==> src/rtl/apb_regbank.sv <==
// APB register bank with configurable wait states, byte strobes, read-only
// and privileged-write masks, and a saturating error counter.
module apb_regbank #(
  parameter int                  DATA_WIDTH = 32,
  parameter int                  ADDR_WIDTH = 8,
  parameter int                  NUM_REGS   = 16,
  parameter int                  NUM_WS     = 0,
  parameter logic [NUM_REGS-1:0] RO_MASK    = '0,
  parameter logic [NUM_REGS-1:0] PRIV_MASK  = '0
) (
  input  logic                    pclk,
  input  logic                    presetn,
  input  logic                    psel,
  input  logic                    penable,
  input  logic                    pwrite,
  input  logic [ADDR_WIDTH-1:0]   paddr,
  input  logic [DATA_WIDTH-1:0]   pwdata,
  input  logic [DATA_WIDTH/8-1:0] pstrb,
  input  logic [2:0]              pprot,
  output logic [DATA_WIDTH-1:0]   prdata,
  output logic                    pready,
  output logic                    pslverr,
  output logic [7:0]              err_count
);

  localparam int BYTES = DATA_WIDTH / 8;
  localparam int ALIGN = $clog2(BYTES);
  localparam int IW    = ADDR_WIDTH - ALIGN;
  localparam int SW    = (NUM_REGS > 1) ? $clog2(NUM_REGS) : 1;
  localparam logic [ADDR_WIDTH-1:0] ALIGN_MASK = ADDR_WIDTH'(BYTES - 1);
  localparam logic [IW:0]           REG_LIMIT  = (IW + 1)'(NUM_REGS);
  localparam logic [3:0]            WS_LOAD    = 4'(NUM_WS);

  typedef enum logic [1:0] {IDLE, SETUP, WAIT, RESP} state_t;

  state_t                state;
  state_t                phase;
  state_t                next_state;
  logic [3:0]            ws_cnt;
  logic [ADDR_WIDTH-1:0] cap_addr;
  logic                  cap_write;
  logic [DATA_WIDTH-1:0] cap_wdata;
  logic [BYTES-1:0]      cap_strb;
  logic                  cap_priv;
  logic [DATA_WIDTH-1:0] regs [NUM_REGS];
  logic [IW-1:0]         idx;
  logic [SW-1:0]         sel;
  logic                  misaligned;
  logic                  in_range;
  logic                  ro_hit;
  logic                  priv_hit;
  logic                  bad;
  logic                  unused_prot;

  assign unused_prot = ^pprot[2:1];

  assign idx        = cap_addr[ADDR_WIDTH-1:ALIGN];
  assign sel        = idx[SW-1:0];
  assign misaligned = (cap_addr & ALIGN_MASK) != '0;
  assign in_range   = {1'b0, idx} < REG_LIMIT;
  assign ro_hit     = in_range && RO_MASK[sel];
  assign priv_hit   = in_range && PRIV_MASK[sel];
  assign bad        = misaligned || !in_range
                    || (cap_write && (ro_hit || (priv_hit && !cap_priv)))
                    || (!cap_write && (cap_strb != '0));

  // SETUP lasts exactly the APB setup cycle, so it is decoded from the bus
  // on top of the registered state; this lets pready rise on the first access
  // cycle when there are no wait states. Outputs are zero unless completing.
  always_comb begin
    phase      = state;
    next_state = state;
    pready     = 1'b0;
    pslverr    = 1'b0;
    prdata     = '0;
    if ((state == IDLE || state == RESP) && psel && !penable) begin
      phase = SETUP;
    end
    case (phase)
      IDLE:  next_state = IDLE;
      SETUP: next_state = (NUM_WS == 0) ? RESP : WAIT;
      WAIT: begin
        if (!psel) begin
          next_state = IDLE;
        end else if (ws_cnt <= 4'd1) begin
          next_state = RESP;
        end else begin
          next_state = WAIT;
        end
      end
      RESP: begin
        pready     = psel && penable;
        next_state = IDLE;
      end
      default: next_state = IDLE;
    endcase
    if (pready) begin
      pslverr = bad;
      if (!bad && !cap_write) begin
        prdata = regs[sel];
      end
    end
  end

  // State register and wait-state counter; an abandoned wait clears the count.
  always_ff @(posedge pclk or negedge presetn) begin
    if (!presetn) begin
      state  <= IDLE;
      ws_cnt <= '0;
    end else begin
      state <= next_state;
      if (phase == SETUP) begin
        ws_cnt <= WS_LOAD;
      end else if (phase == WAIT && !psel) begin
        ws_cnt <= '0;
      end else if (phase == WAIT && ws_cnt != '0) begin
        ws_cnt <= ws_cnt - 4'd1;
      end
    end
  end

  // Latch the transfer attributes during the setup cycle.
  always_ff @(posedge pclk or negedge presetn) begin
    if (!presetn) begin
      cap_addr  <= '0;
      cap_write <= 1'b0;
      cap_wdata <= '0;
      cap_strb  <= '0;
      cap_priv  <= 1'b0;
    end else if (phase == SETUP) begin
      cap_addr  <= paddr;
      cap_write <= pwrite;
      cap_wdata <= pwdata;
      cap_strb  <= pstrb;
      cap_priv  <= pprot[0];
    end
  end

  // Commit strobed byte lanes of a good write on its completing edge.
  always_ff @(posedge pclk or negedge presetn) begin
    if (!presetn) begin
      for (int r = 0; r < NUM_REGS; r++) begin
        regs[r] <= '0;
      end
    end else if (pready && !bad && cap_write) begin
      for (int b = 0; b < BYTES; b++) begin
        if (cap_strb[b]) begin
          regs[sel][8*b +: 8] <= cap_wdata[8*b +: 8];
        end
      end
    end
  end

  // Count completed errored transfers, holding at 255.
  always_ff @(posedge pclk or negedge presetn) begin
    if (!presetn) begin
      err_count <= '0;
    end else if (pready && bad && err_count != 8'hFF) begin
      err_count <= err_count + 8'd1;
    end
  end

endmodule

==> config.mk <==
export PLATFORM = sky130hd
export DESIGN_NAME = apb_regbank
export DESIGN_NICKNAME = d
export VERILOG_FILES = /design/src/rtl/apb_regbank.sv
export SDC_FILE = /design/constraint.sdc
export NUM_CORES = 1
export LEC_CHECK = 0
export CAP_MARGIN = 30
export CORE_UTILIZATION = 50
export CTS_CLUSTER_DIAMETER = 40
export CTS_CLUSTER_SIZE = 24
export DETAILED_ROUTE_END_ITERATION = 7
export PLACE_DENSITY = 0.67
export SLEW_MARGIN = 30
export SYNTH_ARGS = -nofsm -noshare
export SYNTH_HDL_FRONTEND = slang
export SYNTH_SLANG_ARGS = --single-unit
==> constraint.sdc <==
create_clock -name pclk -period 6.4 [get_ports pclk]
set_clock_uncertainty 0.15 [all_clocks]
set_input_delay 0.96 -clock pclk [delete_from_list [all_inputs] [get_ports pclk]]
set_output_delay 0.96 -clock pclk [all_outputs]
set_load 0.005 [all_outputs]
Word level (Yosys, flattened, before mapping)
Memories as Yosys holds them, arrays and structs flattened.
Index checks and enable logic that the tools add are counted.

storage, ports and cells
  register bits = 572
  ROM bits = 16
  input bits = 52
  output and inout port bits = 42
  word-level logic and storage cells = 105
  memories kept = 1

memories
  name              depth  width  read ports  clocked after Yosys merged registers in  write ports  RTL line  source
  (name not given)  16     1      1           0                                        0            62        assign priv_hit = in_range && PRIV_MASK[sel];

cells by class
  add/subtract/negate cells = 2
  order comparisons = 5
  equal/unequal tests = 5
  mux-type cells = 34
  bitwise gates (word level) = 1
  reduce and logical (&&, ||, !) cells = 33

operator list
  kind                                                             number
  2-to-1 mux 512 bit                                               7
  bitwise mux 512 bit                                              4
  demux 32 bit (select 4 bit)                                      4
  2-to-1 mux 32 bit                                                5
  binary-select mux 32 bit (select 4 bit)                          1
  2-to-1 mux 24 bit                                                1
  2-to-1 mux 16 bit                                                1
  logical AND 1 bit                                                15
  2-to-1 mux 4 bit                                                 3
  adder 8 x 1 -> 8 bit (second input constant)                     1
  2-to-1 mux 8 bit                                                 1
  != test 8 bit (second input constant)                            1
  nonzero test 4 bit                                               2
  nonzero test 8 bit                                               1
  equality test 2 bit (second input constant)                      3
  zero test 1 bit                                                  6
  less-than comparator 6 x 5 -> 1 bit (second input constant)      1
  case mux 2 bit (3 select lines)                                  1
  greater-or-equal comparator 5 bit (second input constant)        1
  logical OR 1 bit                                                 5
  less-than comparator 4 x 5 -> 1 bit (second input constant)      1
  less-than comparator 5 x 1 -> 1 bit (second input constant)      1
  NOT 4 -> 5 bit                                                   1
  less-or-equal comparator 4 x 1 -> 1 bit (second input constant)  1
  other kinds (7)                                                  12

Logic depth before layout (Yosys ltp)
  depth in word-level cells = 20
  gate-level depth with buffers = 12
  depth with buffers taken out = 11

Worst setup path before layout
Ideal clock, no wire load.

  kind = input to output
  start = in psel
  end = out prdata[0]
  arrival = 2.272 ns
  data required time = 5.290 ns
  setup slack = 3.018 ns
  stages on the path = 9
  path buffers = 1
  cells stage by stage = inv_1 nor3_1 nor2_1 inv_1 ha_1 and4b_1 nand2_1 clkbuf_1 nor4_1

between the ends
  longest elaborated chain between the ends = 6
  elaborated cells between the ends (all ways) = 7
  those cells by class = 1 x eq/ne; 3 x mux; 3 x reduce/logical

ends and longest elaborated chain
  what                             RTL line  source
  from (decl)                      13        input logic psel,
  logical AND 1 bit (2 in series)  76        if ((state == IDLE || state == RESP) && psel && !penable) begin
  2-to-1 mux 2 bit                 76
  equality test 2 bit              79        case (phase)
  2-to-1 mux 1 bit (*)             79
  2-to-1 mux 32 bit (*)            97        if (pready) begin
  to (decl)                        20        output logic [DATA_WIDTH-1:0] prdata,

Mark *: on every way between the ends. The rest lies on a longest branch, timed or not.

Worst setup path after layout
  start = in psel
  end = out prdata[15]

Same word-level chain as after synthesis.

==> impl_metrics.ini <==
[detailed_routing]
drtAntennaViolNets = 0
wl_per_cell_um = 24.0
dr.pass1.iters = 5
viasPerCell = 5.95
drc = 0
first_iter_violations = 947
routed_wl_um = 60700
dr_total_vias = 15100

[worst_setup_path]
rr_worst_depth = 4
cp.required_ns = 5.29
r2r_end = regs[44]
timing.rr.start = cap_addr[3]
critPathLaunchType = primary input
end_kind = output port
crit_end = prdata[15]
crit_type = in2out
crit_start = psel
r2r_slack_ns = 2.60
crit_arrival_ns = 3.92
critPathMaxFanout = 19

[run]
max_cap_viol_count = 0

[cells_and_area]
fin_nets = 1847
synthToLayoutAreaGrowth_pct = 18.2
layoutNonFillerInstCount = 2530
final_layout_size_suffix_gt1_share_pct = 49.6
multi_input_area_um2 = 10900
fillers = 3805
antenna-diode-count = 0
regArea_um2 = 14300

[synthesis]
synth.most_common_cell = mux2_2
ys_top_cells_by_count = 608 x mux2_2, 571 x dfrtp_1, 95 x mux4_2, 74 x clkbuf_1, 62 x o22ai_1
yosysUniqueCellTypes = 42
synth_simple_gate_area_share_pct = 4.24
yosysSeqAreaShare_pct = 55.7
synth-seq-cells = 571
syn_area_per_cell_um2 = 15.1
synthMuxAreaShare_pct = 35.8
synth_compound_area_share_pct = 1.90
synth-edff-count = 0
yosysTopAreaCellShare_pct = 55.7
syn_area_um2 = 25600
ys.flop_type = dfrtp_1
synth_top_family_by_area = multiplexers
synthCells = 1697
syn-num-nets = 1756
synth_top_area_cell = dfrtp_1
async_flop_share_pct = 100
yosysWarnings = 0
synthTopCellsByArea = dfrtp_1 56%, mux2_2 27%, mux4_2 8.3%, o22ai_1 1.5%, clkbuf_1 1.1%
synth-xor-area-share_pct = 0.205
synthAdderAreaFrac_pct = 0.341

[place]
place_congestion = 0.791
hpwlAfterDp_um = 35100
dp.cells = 2369
port-buffer-count = 90

[global_route]
grt_pass1_vias = 16500
grt-ovfl-total = 0
grt_max_degree = 167
grt_pass1_wl_um = 96800
antenna_found_initial = 0
grt_usage_pct = 24.2

[floorplanning]
ios = 94
die_w_um = 228
design.die.area_um2 = 52200
coreArea_um2 = 50400
die_y_um = 228
start_util_pct = 50.9
rows = 82

[timing]
slew_violations = 0
fin_crit_ns = 5.03
setup-tns-final_ns = 0
tightest_slew_ns = 0.897
fin_crit_sh_pct = 78.5
rsz0062_at_grt = no
slew_headroom_pct = 40.2
timing.fmax_mhz = 199
final-hold-violation-count = 0
setup_viol = 0

[clock_tree]
post_cts_resized = 0
post_cts_buffers = 0
clock_path_buffers = 3
insertion_delay_ns = 0.62
cts_tree = built
h-tree-depth = 3
clock-sinks = 571
clk_pin_slew_worst_paths_ns = 0.05
hold_buffers = 0
cts_root_buffer = clkbuf_16
cts_buffers = 88

[run_status]
status = finished clean

[hold_path]
hp-class = in2async

[pwr]
p_leak_uw = 0.0145
power_density_nw_per_um2 = 380
irDropWorstVdd_mv = 0.232
worst min path at each step:
stage,end,slack (ns),depth (start not counted)
final,cap_wdata[28],0.20,1
after global routing,regs[248],0.25,1
after CTS,cap_wdata[28],0.21,1
after detailed placement,regs[112],0.33,1
after global placement,regs[112],0.31,1
after floorplan,regs[105],0.30,1
metrics by stage:
step | hold WS [ns] | util (%) | cell area [um2] | total power [uW] | setup WS (ns)
6_report | 0.204 | 60.2 | 30300 | 11500 | 1.37
5_1_grt | 0.251 | 60.2 | 30300 | 12000 | 1.18
4_1_cts | 0.215 | 60.1 | 30300 | 11600 | 1.32
3_5_place_dp | 0.325 | 54.0 | 27200 | 6670 | 1.44
3_3_place_gp | 0.313 | 53.9 | 27200 | 6610 | 1.54
2_1_floorplan | 0.303 | - | 25600 | 5770 | 3.02
cell type report:
cell class	instances	area share (%)
Clock inverter	54	2.12
Inverter	10	0.124
Sequential cell	571	47.1
Tap cell	672	2.77
Clock buffer	106	8.10
Timing Repair Buffer	107	3.68
Multi-Input combinational cell	1010	36.0
worst max-delay path, cell delays in order:
cell             delay, ns
clkdlybuf4s50_1       0.60
inv_1                 0.11
nor3_1                0.18
nor2_1                0.08
inv_1                 0.11
ha_1                  0.21
and4b_1               0.22
nand2_1               0.08
buf_4                 0.23
nor4_1                0.50
clkdlybuf4s50_1       0.59
layout by cell type, fill, tap and decap left out, drive strengths merged, types with 2 or more instances in the layout:
| master | instances |
|---|---|
| a211oi | 2 |
| a21oi | 5 |
| a31oi | 2 |
| and2 | 10 |
| and3 | 4 |
| and4 | 2 |
| buf | 18 |
| bufinv | 11 |
| clkbuf | 106 |
| clkdlybuf4s50 | 89 |
| clkinv | 25 |
| clkinvlp | 14 |
| dfrtp | 571 |
| ha | 7 |
| inv | 14 |
| mux2 | 620 |
| mux2i | 5 |
| mux4 | 95 |
| nand2 | 54 |
| nand2b | 4 |
| nand3 | 8 |
| nand3b | 6 |
| nand4 | 2 |
| nor2 | 52 |
| nor3 | 15 |
| nor3b | 2 |
| nor4 | 34 |
| o2111ai | 2 |
| o21ai | 3 |
| o22ai | 62 |
| or4 | 2 |
| xnor2 | 2 |
| xor2 | 4 |
metal layers:
metal,global-route usage [%],share of wire [%],vias to the layer above
li1,-,-,6540
met1,33.4,45,8060
met2,38.3,48,348
met3,4.35,4.7,113
met4,9.12,3.1,0
met5,0,0,-
sequential cells by signal, indices dropped and copies added (netlist names):
| register | count |
|---|---|
| cap_addr | 8 |
| cap_strb | 4 |
| cap_wdata | 32 |
| cap_write | 1 |
| err_count | 8 |
| regs | 512 |
| state | 2 |
| ws_cnt | 4 |
kinds of logic (layout without fill, tap and decap cells):
family	after synthesis	after routing
mux	720	720
simple gates	199	199
fa+ha+maj	7	7
xor+xnor	6	6
compound gates	78	78
buf+inv	116	277
flops	571	571
power breakdown:
part,switching [uW],internal [uW]
Clock,1740,3190
Sequential,749,3840
Combinational,1130,888
Power figures use the tool's default switching activity.
